## src/rtl/sample_decimator_pkg.sv

```systemverilog
// Shared audio definitions for the sample decimator slice.
//   SAMPLE_W / ACC_W : codec sample width and accumulator width
//   COUNT_W          : width of the FIFO occupancy output
//   DEFAULT_*        : default decimation, buffer depth and downstream timeout
//   hs_state_e       : output handshake FSM encoding
//   sext_sample()    : sign-extends a codec sample to accumulator width
package sample_decimator_pkg;

  localparam int SAMPLE_W           = 12;
  localparam int ACC_W              = 14;
  localparam int COUNT_W            = 3;
  localparam int DEFAULT_DECIM      = 2;
  localparam int DEFAULT_FIFO_DEPTH = 4;
  localparam int DEFAULT_TIMEOUT    = 64;

  typedef enum logic [1:0] {
    IDLE      = 2'd0,
    ISSUE     = 2'd1,
    WAIT_LOW  = 2'd2,
    WAIT_HIGH = 2'd3
  } hs_state_e;

  function automatic logic [ACC_W-1:0] sext_sample(input logic [SAMPLE_W-1:0] s);
    return {{(ACC_W-SAMPLE_W){s[SAMPLE_W-1]}}, s};
  endfunction

endpackage

```

## src/rtl/sample_decimator_if.sv

```systemverilog
// Signal bundle between the decimator and its environment.
//   ready/raw_sample : codec strobe and sample (sample valid only while ready=1)
//   done             : downstream completion level
//   clear_flags      : synchronous clear of the sticky flags
//   start/sample_out : one-cycle issue pulse and the held output sample
//   fifo_count       : buffer occupancy
//   overrun/timeout  : sticky error flags
//   state            : handshake FSM state, exported for observation
//
// Handshake: start is high for exactly one cycle and marks sample_out valid.
// The downstream acknowledges by dropping done (work begun) and raising it
// again (work finished); sample_out is not replaced until that sequence ends
// or the timeout abandons it.
interface sample_decimator_if;
  import sample_decimator_pkg::*;

  logic                ready;
  logic [SAMPLE_W-1:0] raw_sample;
  logic                done;
  logic                clear_flags;
  logic                start;
  logic [SAMPLE_W-1:0] sample_out;
  logic [COUNT_W-1:0]  fifo_count;
  logic                overrun;
  logic                timeout;
  hs_state_e           state;

  modport master (
    output ready, raw_sample, done, clear_flags,
    input  start, sample_out, fifo_count, overrun, timeout, state
  );

  modport slave (
    input  ready, raw_sample, done, clear_flags,
    output start, sample_out, fifo_count, overrun, timeout, state
  );

endinterface

```

## src/rtl/sample_decimator_fifo.sv

```systemverilog
// sample_fifo: small circular buffer between the averager and the handshake.
//   push_i/wdata_i : write request and data; ignored when full unless popping
//   pop_i          : read request; ignored when empty
//   rdata_o        : current head entry (combinational read)
//   count_o        : occupancy 0..DEPTH
//   full_o/empty_o : occupancy status
module sample_fifo #(
  parameter int WIDTH = 12,
  parameter int DEPTH = 4,
  parameter int CNT_W = 3
) (
  input  logic             clk_i,
  input  logic             rst_ni,
  input  logic             push_i,
  input  logic [WIDTH-1:0] wdata_i,
  input  logic             pop_i,
  output logic [WIDTH-1:0] rdata_o,
  output logic [CNT_W-1:0] count_o,
  output logic             full_o,
  output logic             empty_o
);

  localparam int PTR_W = (DEPTH > 1) ? $clog2(DEPTH) : 1;
  localparam logic [PTR_W-1:0] LAST_PTR = PTR_W'(DEPTH - 1);

  logic [WIDTH-1:0] mem_q [DEPTH];
  logic [PTR_W-1:0] wr_ptr_q, rd_ptr_q;
  logic [CNT_W-1:0] count_q;
  logic             do_push, do_pop;

  // Pointers wrap at DEPTH explicitly so non power-of-two depths keep order.
  function automatic logic [PTR_W-1:0] next_ptr(input logic [PTR_W-1:0] p);
    return (p == LAST_PTR) ? '0 : p + 1'b1;
  endfunction

  assign empty_o = (count_q == '0);
  assign full_o  = (count_q == CNT_W'(DEPTH));
  assign do_pop  = pop_i && !empty_o;
  // A pop in the same cycle frees the slot, so a full buffer still accepts.
  assign do_push = push_i && (!full_o || do_pop);
  assign rdata_o = mem_q[rd_ptr_q];
  assign count_o = count_q;

  always_ff @(posedge clk_i or negedge rst_ni) begin
    if (!rst_ni) begin
      wr_ptr_q <= '0;
      rd_ptr_q <= '0;
      count_q  <= '0;
    end else begin
      if (do_push) wr_ptr_q <= next_ptr(wr_ptr_q);
      if (do_pop)  rd_ptr_q <= next_ptr(rd_ptr_q);
      case ({do_push, do_pop})
        2'b10:   count_q <= count_q + 1'b1;
        2'b01:   count_q <= count_q - 1'b1;
        default: count_q <= count_q;
      endcase
    end
  end

  // Storage needs no reset: entries are only read once counted as valid.
  always_ff @(posedge clk_i) begin
    if (do_push) mem_q[wr_ptr_q] <= wdata_i;
  end

endmodule

```

## src/rtl/sample_decimator.sv

```systemverilog
// sample_decimator: averages DECIM codec samples into one output sample,
// buffers results and issues each one downstream with a start/done handshake.
//   clock, reset : system clock, asynchronous active-low reset
//   bus          : slave side of sample_decimator_if (see interface header)
module sample_decimator
  import sample_decimator_pkg::*;
#(
  parameter int DECIM      = DEFAULT_DECIM,
  parameter int FIFO_DEPTH = DEFAULT_FIFO_DEPTH,
  parameter int TIMEOUT    = DEFAULT_TIMEOUT
) (
  input  logic               clock,
  input  logic               reset,
  sample_decimator_if.slave  bus
);

  localparam int SHIFT = $clog2(DECIM);
  localparam int CAP_W = (SHIFT > 0) ? SHIFT : 1;
  localparam int TO_W  = (TIMEOUT > 1) ? $clog2(TIMEOUT) : 1;
  localparam logic [CAP_W-1:0] CAP_LAST = CAP_W'(DECIM - 1);
  localparam logic [TO_W-1:0]  TO_LAST  = TO_W'(TIMEOUT - 1);

  // ---------------- averager ----------------
  logic [ACC_W-1:0]           acc_q;
  logic [CAP_W-1:0]           cap_cnt_q;
  logic [SAMPLE_W-1:0]        avg_q;
  logic                       push_q;
  logic [ACC_W-1:0]           acc_sum;
  logic signed [ACC_W-1:0]    acc_shift;
  logic [SAMPLE_W-1:0]        avg_d;

  assign acc_sum   = acc_q + sext_sample(bus.raw_sample);
  assign acc_shift = $signed(acc_sum) >>> SHIFT;
  assign avg_d     = acc_shift[SAMPLE_W-1:0];

  // The average is registered and pushed on the cycle after the completing
  // capture, which keeps the adder/shifter out of the FIFO write path.
  always_ff @(posedge clock or negedge reset) begin
    if (!reset) begin
      acc_q     <= '0;
      cap_cnt_q <= '0;
      avg_q     <= '0;
      push_q    <= 1'b0;
    end else begin
      push_q <= 1'b0;
      if (bus.ready) begin
        if (cap_cnt_q == CAP_LAST) begin
          avg_q     <= avg_d;
          push_q    <= 1'b1;
          acc_q     <= '0;
          cap_cnt_q <= '0;
        end else begin
          acc_q     <= acc_sum;
          cap_cnt_q <= cap_cnt_q + 1'b1;
        end
      end
    end
  end

  // ---------------- buffer ----------------
  logic [SAMPLE_W-1:0] fifo_rdata;
  logic [COUNT_W-1:0]  fifo_count;
  logic                fifo_full, fifo_empty;
  logic                pop;

  sample_fifo #(
    .WIDTH (SAMPLE_W),
    .DEPTH (FIFO_DEPTH),
    .CNT_W (COUNT_W)
  ) u_fifo (
    .clk_i   (clock),
    .rst_ni  (reset),
    .push_i  (push_q),
    .wdata_i (avg_q),
    .pop_i   (pop),
    .rdata_o (fifo_rdata),
    .count_o (fifo_count),
    .full_o  (fifo_full),
    .empty_o (fifo_empty)
  );

  // ---------------- handshake FSM ----------------
  hs_state_e           state_q;
  logic                start_q;
  logic [SAMPLE_W-1:0] sample_out_q;
  logic [TO_W-1:0]     tmo_cnt_q;
  logic                waiting;
  logic                timeout_set;
  logic                overrun_set;
  logic                overrun_q, timeout_q;

  assign pop         = (state_q == IDLE) && !fifo_empty;
  assign waiting     = (state_q == WAIT_LOW) || (state_q == WAIT_HIGH);
  assign timeout_set = waiting && (tmo_cnt_q == TO_LAST);
  assign overrun_set = push_q && fifo_full && !pop;

  // start_q is set on the IDLE->ISSUE transition, so it is high exactly
  // while the FSM sits in ISSUE.
  always_ff @(posedge clock or negedge reset) begin
    if (!reset) begin
      state_q      <= IDLE;
      start_q      <= 1'b0;
      sample_out_q <= '0;
      tmo_cnt_q    <= '0;
    end else begin
      start_q <= 1'b0;
      case (state_q)
        IDLE: begin
          if (!fifo_empty) begin
            sample_out_q <= fifo_rdata;
            start_q      <= 1'b1;
            state_q      <= ISSUE;
          end
        end
        ISSUE: begin
          tmo_cnt_q <= '0;
          state_q   <= WAIT_LOW;
        end
        WAIT_LOW: begin
          if (tmo_cnt_q == TO_LAST) begin
            state_q <= IDLE;
          end else begin
            tmo_cnt_q <= tmo_cnt_q + 1'b1;
            if (!bus.done) state_q <= WAIT_HIGH;
          end
        end
        WAIT_HIGH: begin
          if (tmo_cnt_q == TO_LAST) begin
            state_q <= IDLE;
          end else begin
            tmo_cnt_q <= tmo_cnt_q + 1'b1;
            if (bus.done) state_q <= IDLE;
          end
        end
        default: state_q <= IDLE;
      endcase
    end
  end

  // Sticky flags: a set in the same cycle as clear_flags wins.
  always_ff @(posedge clock or negedge reset) begin
    if (!reset) begin
      overrun_q <= 1'b0;
      timeout_q <= 1'b0;
    end else begin
      if (overrun_set)          overrun_q <= 1'b1;
      else if (bus.clear_flags) overrun_q <= 1'b0;
      if (timeout_set)          timeout_q <= 1'b1;
      else if (bus.clear_flags) timeout_q <= 1'b0;
    end
  end

  assign bus.start      = start_q;
  assign bus.sample_out = sample_out_q;
  assign bus.fifo_count = fifo_count;
  assign bus.overrun    = overrun_q;
  assign bus.timeout    = timeout_q;
  assign bus.state      = state_q;

endmodule

```

## src/flat_wrapper.sv

```systemverilog
// flat-port wrapper written by rule: the top's interface ports become plain ports
module sample_decimator_flat import sample_decimator_pkg::*;
#(
  parameter int DECIM      = DEFAULT_DECIM,
  parameter int FIFO_DEPTH = DEFAULT_FIFO_DEPTH,
  parameter int TIMEOUT    = DEFAULT_TIMEOUT
)
  (clock, reset, bus_ready, bus_raw_sample, bus_done, bus_clear_flags, bus_start, bus_sample_out, bus_fifo_count, bus_overrun, bus_timeout, bus_state);
  sample_decimator_if bus_i ();
  input  logic clock;
  input  logic reset;
  input wire logic [$bits(bus_i.ready)-1:0] bus_ready;
  input wire logic [$bits(bus_i.raw_sample)-1:0] bus_raw_sample;
  input wire logic [$bits(bus_i.done)-1:0] bus_done;
  input wire logic [$bits(bus_i.clear_flags)-1:0] bus_clear_flags;
  output wire logic [$bits(bus_i.start)-1:0] bus_start;
  output wire logic [$bits(bus_i.sample_out)-1:0] bus_sample_out;
  output wire logic [$bits(bus_i.fifo_count)-1:0] bus_fifo_count;
  output wire logic [$bits(bus_i.overrun)-1:0] bus_overrun;
  output wire logic [$bits(bus_i.timeout)-1:0] bus_timeout;
  output wire logic [$bits(bus_i.state)-1:0] bus_state;
  assign bus_i.ready = bus_ready;
  assign bus_i.raw_sample = bus_raw_sample;
  assign bus_i.done = bus_done;
  assign bus_i.clear_flags = bus_clear_flags;
  assign bus_start = bus_i.start;
  assign bus_sample_out = bus_i.sample_out;
  assign bus_fifo_count = bus_i.fifo_count;
  assign bus_overrun = bus_i.overrun;
  assign bus_timeout = bus_i.timeout;
  assign bus_state = bus_i.state;
  sample_decimator #(.DECIM(DECIM), .FIFO_DEPTH(FIFO_DEPTH), .TIMEOUT(TIMEOUT)) u_core (.clock(clock), .reset(reset), .bus(bus_i));
endmodule
```

## config.mk

```make
export PLATFORM = sky130hd
export DESIGN_NAME = sample_decimator_flat
export DESIGN_NICKNAME = d
export VERILOG_FILES = /design/src/rtl/sample_decimator_pkg.sv /design/src/rtl/sample_decimator_if.sv /design/src/rtl/sample_decimator_fifo.sv /design/src/rtl/sample_decimator.sv /design/src/flat_wrapper.sv
export SDC_FILE = /design/constraint.sdc
export NUM_CORES = 1
export LEC_CHECK = 0
export CAP_MARGIN = 0
export CORE_UTILIZATION = 30
export CTS_BUF_LIST = sky130_fd_sc_hd__clkbuf_16
export DETAILED_ROUTE_END_ITERATION = 10
export DONT_BUFFER_PORTS = 1
export HOLD_SLACK_MARGIN = 0.12
export PLACE_DENSITY_LB_ADDON = 0.25
export RECOVER_POWER = 25
export SYNTH_ARGS = -nofsm -noshare
export SYNTH_HDL_FRONTEND = slang
export SYNTH_HIERARCHICAL = 1
export SYNTH_SLANG_ARGS = --single-unit
export TNS_END_PERCENT = 20
```

## constraint.sdc

```tcl
create_clock -name clock -period 4.7 [get_ports clock]
set_clock_uncertainty 0.2 [all_clocks]
set_input_delay 0.94 -clock clock [delete_from_list [all_inputs] [get_ports clock]]
set_output_delay 0.94 -clock clock [all_outputs]
set_load 0.01 [all_outputs]
```

# After elaboration in Yosys (flattened, before gate mapping)

Memory sizes are Yosys's and may differ from the RTL's. A register that Yosys moved wholly into a read port is not among the register bits.
Cells that the tools add are included.

Register bits: 46
Bits in writable memories: 48
Input bits: 17
Output and inout port bits: 20
Logic and storage cells: 79
Memories: 1

Memories:

| memory              | depth | width | rd ports | clocked after memory_dff | write ports | RTL line                    | text |
|---|---|---|---|---|---|---|---|
| u_core.u_fifo.mem_q | 4     | 12    | 1        | 1                        | 1           | sample_decimator_fifo.sv:26 | `logic [WIDTH-1:0] mem_q [DEPTH];` |

$add $sub $neg: 7
Equal/unequal tests: 13
Multiplexer cells: 22
Bitwise logic cells: 1
Reduce and logical (&&, ||, !) cells: 23

Operators with widths:

| cell                | count |
|---|---|
| $add 14x14->14      | 1 |
| $mux 14             | 1 |
| $mux 2              | 7 |
| $pmux 6 s2          | 1 |
| $eq 2x2->1 const B  | 5 |
| $mux 1              | 10 |
| $pmux 2 s4          | 1 |
| $reduce_bool 2->1   | 4 |
| $add 6x1->6 const B | 1 |
| $eq 6x6->1 const B  | 1 |
| $logic_and 1x1->1   | 6 |
| $mux 6              | 1 |
| $ne 3x3->1 const B  | 2 |
| $pmux 3 s2          | 1 |
| $reduce_and 2->1    | 3 |
| $add 2x1->2 const B | 2 |
| $eq 2x1->1 const B  | 2 |
| $logic_not 1->1     | 4 |
| $ne 2x2->1 const B  | 2 |
| $add 3x1->3 const B | 1 |
| $eq 3x3->1 const B  | 1 |
| $logic_not 3->1     | 1 |
| $reduce_and 3->1    | 1 |
| $sub 3x1->3 const B | 1 |
| 5 further kinds     | 6 |

# Logic depth before layout (Yosys ltp)

Gate-level depths: netlist of run 1.

Word-level depth: 8
Depth in mapped cells: 9
Depth with buffers taken out: 9

# Hierarchy

The synthesis of run 1 kept the hierarchy.

Modules (own cells, without submodules):

| module           | times used | cells each | area each (µm²) | seq. area each (µm²) |
|---|---|---|---|---|
| sample_decimator | 1          | 231        | 2484.9          | 1251.2 |
| sample_fifo      | 1          | 111        | 2248.4          | 1616.6 |

# Worst setup path before layout of run 1

OpenSTA, ideal clock, no wires.

Path kind: register to register
From: register u_core.state_q[1] (netlist: u_core/bus.state[1])
To: register u_core.u_fifo.count_q[2] (netlist: u_core/u_fifo/count_o[2])
Setup time: 80 ps
Arrival: 2638 ps
Data required time: 4420 ps
Slack: 1783 ps
Cell stages (with the launch flop): 10
Buffers on the path: 2
Period minus slack after synthesis: 2917 ps
Path through: dfrtp_1 > clkbuf_1 > nor3_2 > buf_2 > o31a_1 > or2b_1 > fa_1 > nand2b_1 > o32ai_2 > xor2_1

Cells in the longest elaborated chain, start to end: 7
Elaborated cells on any way between the ends: 9
Those cells by class: eq/ne: 2; mux: 1; reduce/logical: 6

RTL lines:

| element                                                | RTL line                    | text |
|---|---|---|
| start: declaration                                     | sample_decimator.sv:83      | `hs_state_e state_q;` |
| start signal: assignment                               | sample_decimator.sv:101     | `state_q <= IDLE;` |
| start signal: assignment                               | sample_decimator.sv:112     | `state_q <= ISSUE;` |
| start signal: assignment                               | sample_decimator.sv:117     | `state_q <= WAIT_LOW;` |
| $logic_not 2->1 (*)                                    | sample_decimator.sv:92      | `assign pop = (state_q == IDLE) && !fifo_empty;` |
| $logic_and 1x1->1 (*)                                  | sample_decimator.sv:92      |  |
| named net u_core.pop                                   | sample_decimator.sv:64      | `logic pop;` |
| $logic_and 1x1->1 (*)                                  | sample_decimator_fifo.sv:38 | `assign do_pop = pop_i && !empty_o;` |
| $logic_or 1x1->1                                       | sample_decimator_fifo.sv:40 | `assign do_push = push_i && (!full_o \|\| do_pop);` |
| $logic_and 1x1->1                                      | sample_decimator_fifo.sv:40 |  |
| $eq 2x1->1 / $eq 2x2->1 (equally long branches)        | sample_decimator_fifo.sv:52 | `case ({do_push, do_pop})` |
| $pmux 3 s2 / $reduce_bool 2->1 (equally long branches) | --                          |  |
| end signal: assignment                                 | sample_decimator_fifo.sv:53 | `2'b10: count_q <= count_q + 1'b1;` |
| end signal: assignment                                 | sample_decimator_fifo.sv:54 | `2'b01: count_q <= count_q - 1'b1;` |
| end signal: assignment                                 | sample_decimator_fifo.sv:55 | `default: count_q <= count_q;` |
| end: declaration                                       | sample_decimator_fifo.sv:28 | `logic [CNT_W-1:0] count_q;` |

The timed path passes the listed nets; every way through them passes the cells marked *.
A chain may end at the register's enable or synchronous reset.

# Worst setup path after layout of run 1

From: input port bus_raw_sample[0]
To: register u_core.acc_q[12]

Cells in the longest elaborated chain, start to end: 2

RTL lines:

| element                | RTL line               | text |
|---|---|---|
| start: declaration     | flat_wrapper.sv:13     | `input wire logic [$bits(bus_i.raw_sample)-1:0] bus_raw_sample;` |
| $add 14x14->14         | sample_decimator.sv:32 | `assign acc_sum = acc_q + sext_sample(bus.raw_sample);` |
| $mux 14                | sample_decimator.sv:47 | `if (cap_cnt_q == CAP_LAST) begin` |
| end signal: assignment | sample_decimator.sv:53 | `acc_q <= acc_sum;` |
| end: declaration       | sample_decimator.sv:24 | `logic [ACC_W-1:0] acc_q;` |

No other way between the ends.

==> results.md, run 1 <==
* Run status: complete, no violations
* Critical Path Source Type: primary input
* Vias in the first global route at 2,686
* Distinct cells, synth at 56
* Met3 WL at 452 um
* Sink Count at 105
* Dpl ws at 1.764 ns
* Top sig layer: met4
* Total power at 0.003541 W
* Critical Path AT at 2.61 ns
* Share of layout cells above drive strength 1 at 0.1800
* Mapped Area at 4733 um2
* Fin crit share at 0.5490
* Worst hold path type: in2async
* Slew HR at 0.4064
* Wire per inst at 15.24 um
* DRC at 0
* CTS max path bufs at 2
* Post-Route WL at 8.549 mm
* Io pins at 37
* TritonRoute pass-1 iters at 5
* N_diodes at 0
* Cts bufs inserted at 9
* Nets at 382
* Ys async rst share at 0.5429
* Most frequent cells in the layout: dfrtp_1, edfxtp_1, nand2_1
* Sequential cell area at 2868 um2
* Pleak at 2.078 nW
* Die Area at 16,280 um2
* First-pass GRT wire length at 14.27 mm
* Largest net degree at the start of global routing at 58
* CTS clk-pin slew, worst paths at 0.07 ns
* Post-route ant nets at 0
* Total gr overflow at 0
* Via/cell ratio at 4.636
* Rows at 45
* Worst-margin pin slew at 0.8904 ns
* Commonest non-fill, non-tap cell in the layout: dfrtp_1
* Hold Fails Final Rpt at 0
* Final WS setup at 2.120 ns
* Post-layout min period at 2.580 ns
* WL met2 at 3.889 mm
* Worst endpoint required time at 4.73 ns
* Placer Congestion at 0.8257
* Fill cells at 1,519
* Crit path max fanout at 4
* # Post-CTS Setup Buffers at 0
* Multi-input logic area at 1733 um2
* Initial core utilization at 0.3091
* I/O Buffers at 0
* Synth Area per Inst at 13.84 um2
* H-tree depth at 3
* Final Slew Violations at 0
* Number of max-cap violations at 0
* Syn Inst Count at 342
* CTS tree: done
* Peak Freq at 387.6 MHz
* Die width at 127.6 um
* Clk root buf: clkbuf_16
* RSZ-0062 raised after global routing: false
* Post-synth EDFFs at 48
* Syn nets at 379
* Seq cells post-synth at 105
* Setup violators final at 0
* Area Growth Syn to Fin at 12.56%
* Post-synthesis sequential area ratio at 0.6059
* Flop-to-flop setup slack at 2.15 ns
* Power Density at 664.6 nW/um2
* Setup_tns at 0 ns
* Antenna violations before repair at 0
* Ys Warns at 6
* Crit Path Category: in2reg
* Clk_lat worst skew at 0.34 ns
* Post-DP HPWL at 5.643 mm
* CP Capture Type: flip-flop
* Worst VDD drop at 0.0002448 V
* Total track usage at 0.1151
* Core area at 15,310 um2
* Post-synth top flop: dfrtp_1
* Fin util at 0.3479
* Met1 Wirelength at 4.148 mm
* DRT iter0 DRCs at 115
* Die height at 127.6 um
* Vias at 2,601
-- stage by stage --
step | hold WS [ns] | area (um2) | instances
global route | 0.2685 | 5328 | 561
floorplan | 0.2758 | 4733 | 342
CTS | 0.2657 | 5328 | 561
detailed placement | 0.3100 | 4959 | 544
finish | 0.2620 | 5328 | 561
global placement | 0.2962 | 4959 | 544
-- synthesized netlist by cell type (3+ instances only) --
cell | count | share of area
and2_2 | 5 | 0.0079
o21ai_0 | 20 | 0.021
xnor2_1 | 7 | 0.013
edfxtp_1 | 48 | 0.30
inv_1 | 23 | 0.018
mux2_2 | 15 | 0.036
xor2_1 | 13 | 0.024
a21o_1 | 5 | 0.0079
buf_2 | 4 | 0.0042
nand3_1 | 3 | 0.0032
nor2b_1 | 4 | 0.0053
o22ai_1 | 10 | 0.013
mux4_2 | 12 | 0.057
dfrtp_1 | 57 | 0.30
nand2_1 | 25 | 0.020
a21oi_1 | 12 | 0.013
nor2_1 | 10 | 0.0079
a31oi_1 | 3 | 0.0040
nand2b_1 | 3 | 0.0040
clkbuf_1 | 5 | 0.0040
ha_1 | 18 | 0.048
-- logic make-up after synthesis --
family / Yosys count / synth area share
and+or+nand+nor: 64 / 0.07217
adders and majority gates: 20 / 0.05604
xor gates and xnor gates: 20 / 0.03701
AOI/OAI and AO/OA: 69 / 0.09808
buffers and inverters: 33 / 0.02802
muxes: 31 / 0.1028
DFF: 105 / 0.6059
-- worst paths after layout --
check	depth (start not counted)	startpoint	to
max	9	bus_raw_sample[0]	u_core/acc_q[12]
min	1	reset	u_core/tmo_cnt_q[0]
max reg2reg	8	u_core/u_fifo/count_o[0]	u_core/u_fifo/count_o[2]
min reg2reg	0	u_core/avg_q[2]	u_core/u_fifo/mem_q[2][2]
max in group asynchronous	1	reset	u_core/bus.sample_out[2]
min in group clock	0	u_core/avg_q[2]	u_core/u_fifo/mem_q[2][2]
-- per-layer routing --
metal	global-route usage	up-vias
met5	0	-
met4	0.02699	0
met3	0.04481	5
met2	0.1800	44
met1	0.1503	1291
li1	-	1261
-- cell type report --
class                           count  area share
Tap cell                          211     0.04955
Inverter                           23     0.01620
Timing Repair Buffer                2    0.006576
Clock buffer                        9     0.04227
Clock inverter                      7     0.02184
Sequential cell                   105      0.5383
Multi-Input combinational cell    204      0.3253
-- power breakdown --
group          internal (W)  leakage [nW]  total, W  switching, W
clock              0.000521         0.168  0.000848      0.000327
combinational      0.000527         0.760   0.00104      0.000518
sequential          0.00132          1.15   0.00165      0.000332
total               0.00236          2.08   0.00354       0.00118
-- what timing repair did --
action	in CTS	in global routing
endpoints found under the hold margin	57	0
gates resized for setup	0	0
hold buffers	1	0
setup endpoints to repair	0	0
-- flip-flops by register name, indices dropped and copies added, names as in the netlist, 2 cells and up --
signal and count:
u_core/u_fifo/mem_q 48, u_core/u_fifo/count_o 3, u_core/bus.state 2, u_core/acc_q 13, u_core/tmo_cnt_q 6, u_core/avg_q 12, u_core/bus.sample_out 12, u_core/u_fifo/wr_ptr_q 2
u_core/u_fifo/rd_ptr_q 2
-- worst max-delay path, stage by stage --
cell and delay [ns]:
ha_1 0.15, inv_1 0.05, fa_1 0.39, nand2b_1 0.18
a21o_1 0.20, a21oi_1 0.16, a211oi_2 0.10, xor2_1 0.16
o311ai_0 0.28
Power figures use the tool's default switching activity.
==> run 2: changes to the inputs <==
clock period = 2.6 ns   (was 4.7 ns; I/O delays follow)
==> results.md, run 2 (synthesis results as in run 1) <==
* Run status: complete, no violations
* Buffers plus inverters on the worst setup path at 0 (-1)
* Crit path max fanout at 5 (+1)
* Largest net degree at the start of global routing at 58 (unchanged)
* Setup_tns at 0 ns (unchanged)
* I/O Buffers at 0 (unchanged)
* CTS max path bufs at 2 (unchanged)
* Cts bufs inserted at 9 (unchanged)
* # Post-CTS Setup Buffers at 0 (unchanged)
* Sequential cell area at 2869 um2 (about the same)
* Via/cell ratio at 4.689 (+1.1%)
* Critical Path AT at 2.46 ns (-0.15 ns)
* Nets at 397 (+3.9%)
* Die height at 127.6 um (unchanged)
* DRT iter0 DRCs at 143 (+24%)
* First-pass GRT wire length at 14.63 mm (+2.6%)
* Die Area at 16,280 um2 (unchanged)
* N_diodes at 0 (unchanged)
* Io pins at 37 (unchanged)
* Dpl cells at 554 (+1.8%)
* Fin crit share at 0.9235
* Peak Freq at 416.5 MHz
* Rows at 45 (unchanged)
* Post-layout min period at 2.401 ns
* Post-Route WL at 8.769 mm (+2.6%)
* Top Registers: u_core/u_fifo/mem_q (48), u_core/acc_q (13)
* Non-filler cells in the finished layout at 576 (+2.7%)
* Crit Path Category: reg2reg
* Worst VDD drop at 0.0004225 V (+73%)
* Cts hold-fix bufs at 5 (+4)
* Die width at 127.6 um (unchanged)
* CTS tree: done
* Antenna violations before repair at 0 (unchanged)
* Wire per inst at 15.22 um (about the same)
* Number of max-cap violations at 0 (unchanged)
* Fin area at 5388 um2 (+1.1%)
* Sink Count at 105 (unchanged)
* Power Density at 1155 nW/um2 (+74%)
* Share of layout cells above drive strength 1 at 0.1973 (+0.01726)
* Multi-input logic area at 1749 um2 (+0.94%)
* CTS resizes at 0 (unchanged)
* Post-DP HPWL at 5.898 mm (+4.5%)
* H-tree depth at 3 (unchanged)
* Vias at 2,701 (+3.8%)
* CP max stage delay at 0.48 ns (+0.09 ns)
* Post-route ant nets at 0 (unchanged)
* Initial core utilization at 0.3091 (unchanged)
* Worst endpoint required time at 2.66 ns (-2.07 ns)
* Slowest cell on the critical path: dfrtp_1
* Placer Congestion at 0.8381 (+1.5%)
* Pleak at 2.120 nW (+2.0%)
* Clk root buf: clkbuf_16
* DP Area at 5051 um2 (+1.9%)
* Slew HR at 0.5662 (+0.1598)
* Worst-margin pin slew at 0.6507 ns (-0.2397 ns)
* Crit-path cells: nor3_4, o31a_1, or2b_1, fa_2, nand2b_4, o32ai_2, xor2_1
* Commonest non-fill, non-tap cell in the layout: dfrtp_1
* Critical Path Source Type: flip-flop
* Core area at 15,310 um2 (unchanged)
* Clk_lat worst skew at 0.34 ns (about the same)
* Setup violators final at 0 (unchanged)
* Worst hold path type: in2reg
* CTS clk-pin slew, worst paths at 0.07 ns (about the same)
* Most frequent cells in the layout: dfrtp_1, edfxtp_1, inv_1
* Fill cells at 1,520 (+0.066%)
* Max reg flops at 48 (unchanged)
* Total gr overflow at 0 (unchanged)
* Most flop-heavy register: u_core/u_fifo/mem_q
* CP Capture Type: flip-flop
* Delay-heaviest family, CP: simple AND/OR/NAND/NOR gates
* RSZ-0062 raised after global routing: false
* Final Slew Violations at 0 (unchanged)
* DRC at 0 (unchanged)
* Total track usage at 0.1173 (+0.002260)
* Hold Fails Final Rpt at 0 (unchanged)
* TritonRoute pass-1 iters at 4 (-1)
* Area Growth Syn to Fin at 13.83%
* Fin util at 0.3518 (+0.003921)
* Vias in the first global route at 2,809 (+4.6%)
==> run 2: worst paths after layout <==
path,start,endpoint,slack (ns),cells after the start
max in group asynchronous,reset,u_core/acc_q[1],1.40,2
min reg2reg,u_core/acc_q[7],u_core/acc_q[7],0.32,1
min,bus_ready,u_core/acc_q[11],0.15,1
min in group asynchronous,reset,u_core/bus.start,0.49,2
max,u_core/bus.state[0],u_core/u_fifo/count_o[2],0.20,7
max reg2reg,u_core/bus.state[0],u_core/u_fifo/count_o[2],0.20,7
==> run 2: layer usage <==
metal | vias up | wire (um) | part of all wire | track usage
met1 | 1349 | 4061 | 0.46 | 0.1463
met3 | 10 | 469 | 0.053 | 0.04020
met5 | - | 0 | 0 | 0
li1 | 1293 | - | - | -
met2 | 49 | 4122 | 0.47 | 0.1922
met4 | 0 | 116 | 0.013 | 0.03529
==> run 2: cell type report <==
type | count | area share
repair buffers | 17 | 0.02973
clock inverters | 7 | 0.006270
multi-input cells | 204 | 0.3247
well taps | 211 | 0.04900
inverters | 23 | 0.01602
clock buffers | 9 | 0.04180
flip-flops and latches | 105 | 0.5325
==> run 2: worst register-to-register path: stages, from the launching register on <==
cell	delay, ns
dfrtp_1	0.48
nor3_4	0.28
o31a_1	0.20
or2b_1	0.25
fa_2	0.34
nand2b_4	0.14
o32ai_2	0.27
xor2_1	0.17
==> run 2: report_power, final <==
group          leakage [nW]  internal (W)  switching (W)
Sequential             1.15       0.00238       0.000494
Clock                 0.130      0.000632       0.000562
Combinational         0.842       0.00105        0.00110
Total                  2.12       0.00406        0.00216
==> run 2: through the flow <==
step           power, W  hold slack [ns]  setup WS [ns]
6_report       0.006223           0.1487         0.1989
5_1_grt        0.006692           0.1266        0.02437
4_1_cts        0.006319           0.1258         0.1848
3_5_place_dp   0.005067          0.02611        0.03516
3_3_place_gp   0.005008          0.02586         0.1390
2_1_floorplan  0.004475          0.02441       -0.05617
==> run 3: changes to the inputs <==
CORE_MARGIN = 1.5   (was unset)
CTS_BUF_LIST = unset   (was sky130_fd_sc_hd__clkbuf_16)
==> results.md, run 3 (synthesis results as in run 1) <==
* Run status: complete, no violations
* CP Capture Type: flip-flop
* Area Growth Syn to Fin at 14.64%
* # Post-CTS Setup Buffers at 0 (unchanged)
* Sequential cell area at 2869 um2 (unchanged)
* Final Slew Violations at 0 (unchanged)
* DP Area at 5059 um2 (+0.15%)
* Power Density at 1171 nW/um2 (+1.4%)
* Clk_lat worst skew at 0.34 ns (about the same)
* Via/cell ratio at 4.683 (-0.14%)
* Worst-margin pin slew at 0.6509 ns (+0.0002361 ns)
* Antenna violations before repair at 0 (unchanged)
* Fin crit share at 0.9112 (-0.01223)
* Worst VDD drop at 0.0004052 V (-4.1%)
* Critical Path AT at 2.39 ns (-0.07 ns)
* Worst endpoint required time at 2.62 ns (-0.04 ns)
* CTS clk-pin slew, worst paths at 0.07 ns (about the same)
* Vias in the first global route at 2,760 (-1.7%)
* DRC at 0 (unchanged)
* Io pins at 37 (unchanged)
* Total track usage at 0.1131 (-0.004254)
* Vias at 2,702 (+0.037%)
* Die Area at 16,540 um2 (+1.6%)
* Commonest non-fill, non-tap cell in the layout: dfrtp_1
* Die height at 128.6 um (+0.78%)
* DRT iter0 DRCs at 203 (+42%)
* Share of layout cells above drive strength 1 at 0.2049 (+0.007658)
* CTS max path bufs at 2 (unchanged)
* TritonRoute pass-1 iters at 4 (unchanged)
* CTS resizes at 0 (unchanged)
* Cts bufs inserted at 9 (unchanged)
* Core area at 15,310 um2 (unchanged)
* Reg2reg start: u_core/acc_q[7]
* Total gr overflow at 0 (unchanged)
* Crit-path cells: ha_1, a21o_1, a21oi_1, o21ai_0, a211oi_2, xor2_1, o311ai_0
* CP max stage delay at 0.41 ns (-0.07 ns)
* Slowest cell on the critical path: a211oi_2
* Initial core utilization at 0.3091 (unchanged)
* First-pass GRT wire length at 14.46 mm (-1.2%)
* Largest net degree at the start of global routing at 58 (unchanged)
* Crit path max fanout at 5 (unchanged)
* Wire per inst at 15.11 um (-0.75%)
* Sink Count at 105 (unchanged)
* Post-Route WL at 8.718 mm (-0.58%)
* Peak Freq at 422.1 MHz (+1.3%)
* Slew HR at 0.5661 (about the same)
* Post-DP HPWL at 5.914 mm (+0.27%)
* Flop-to-flop setup slack at 0.23 ns (+0.03 ns)
* Cells on worst reg2reg path at 7 (unchanged)
* Most frequent cells in the layout: dfrtp_1, edfxtp_1, nand2_1
* Clk root buf: clkbuf_16
* N_diodes at 0 (unchanged)
* Top Registers: u_core/u_fifo/mem_q (48), u_core/acc_q (13)
* Worst hold path type: in2reg
* Fin area at 5426 um2 (+0.72%)
* Max reg flops at 48 (unchanged)
* I/O Buffers at 0 (unchanged)
* Post-layout min period at 2.369 ns (-0.03181 ns)
* Reg2Reg Capture Point: u_core/acc_q[12]
* Nets at 398 (+0.25%)
* Fill cells at 1,528 (+0.53%)
* Setup_tns at 0 ns (unchanged)
* Placer Congestion at 0.8211 (-2.0%)
* RSZ-0062 raised after global routing: false
* Most flop-heavy register: u_core/u_fifo/mem_q
* Non-filler cells in the finished layout at 577 (+0.17%)
* Hold Fails Final Rpt at 0 (unchanged)
* Setup violators final at 0 (unchanged)
* Number of max-cap violations at 0 (unchanged)
* Multi-input logic area at 1749 um2 (unchanged)
* Worst setup startpoint: u_core/acc_q[7]
* Critical path capture point: u_core/acc_q[12]
* H-tree depth at 3 (unchanged)
* Critical Path Source Type: flip-flop
* CTS tree: done
* Pleak at 2.128 nW (+0.36%)
* Dpl cells at 555 (+0.18%)
* Post-route ant nets at 0 (unchanged)
* Crit Path Category: reg2reg
* Rows at 45 (unchanged)
* Die width at 128.6 um (+0.78%)
[run 3: critical path: cells and delay by family (launching register included)]
family / cells / cell delay [ns]
compound gates: 5 / 1.23
flops: 1 / 0.38
fa+ha+maj: 1 / 0.34
xor+xnor: 1 / 0.11
[run 3: report_power, final]
| part | total, W | internal, W | switching (W) | leakage, nW |
|---|---|---|---|---|
| logic | 0.00216 | 0.00106 | 0.00111 | 0.847 |
| registers | 0.00287 | 0.00238 | 0.000491 | 1.15 |
| clock network | 0.00132 | 0.000750 | 0.000572 | 0.133 |
[run 3: metrics by stage]
stage          utilization  total power, W  setup slack (ns)  hold slack [ns]
4_1_cts             0.3537        0.006445            0.2143           0.1232
3_5_place_dp        0.3303        0.005075           0.03361          0.02641
6_report            0.3543        0.006356            0.2308           0.1413
5_1_grt             0.3543        0.006863           0.06438           0.1302
2_1_floorplan            -        0.004475          -0.05617          0.02441
3_3_place_gp        0.3303        0.005008            0.1430          0.02610
[run 3: per-layer routing]
layer / global-route usage / vias to the layer above / part of all wire
li1: - / 1292 / -
met4: 0.01983 / 0 / 0.0025
met3: 0.04657 / 2 / 0.063
met1: 0.1493 / 1351 / 0.48
met2: 0.1774 / 57 / 0.46
met5: 0 / - / 0
[run 3: area by class of cell]
class / count / area share
Sequential cell: 105 / 0.5287
Multi-Input combinational cell: 204 / 0.3223
Tap cell: 211 / 0.04865
Clock buffer: 12 / 0.04358
Timing Repair Buffer: 18 / 0.03090
Inverter: 23 / 0.01591
Clock inverter: 4 / 0.009915
[run 3: what timing repair did]
action                                 4_1_cts  5_1_grt
endpoints found under the hold margin       70        1
hold buffers                                 5        1
setup endpoints to repair                    0        0
[run 3: worst min-delay path by stage]
| stage | start | endpoint | cells past startpoint |
|---|---|---|---|
| 2_1_floorplan | reset | u_core/acc_q[0] | 0 |
| 3_5_place_dp | reset | u_core/bus.start | 0 |
| 5_1_grt | bus_ready | u_core/acc_q[7] | 1 |
| 3_3_place_gp | reset | u_core/bus.start | 0 |
| 4_1_cts | bus_ready | u_core/acc_q[11] | 1 |
| 6_report | bus_ready | u_core/acc_q[7] | 1 |
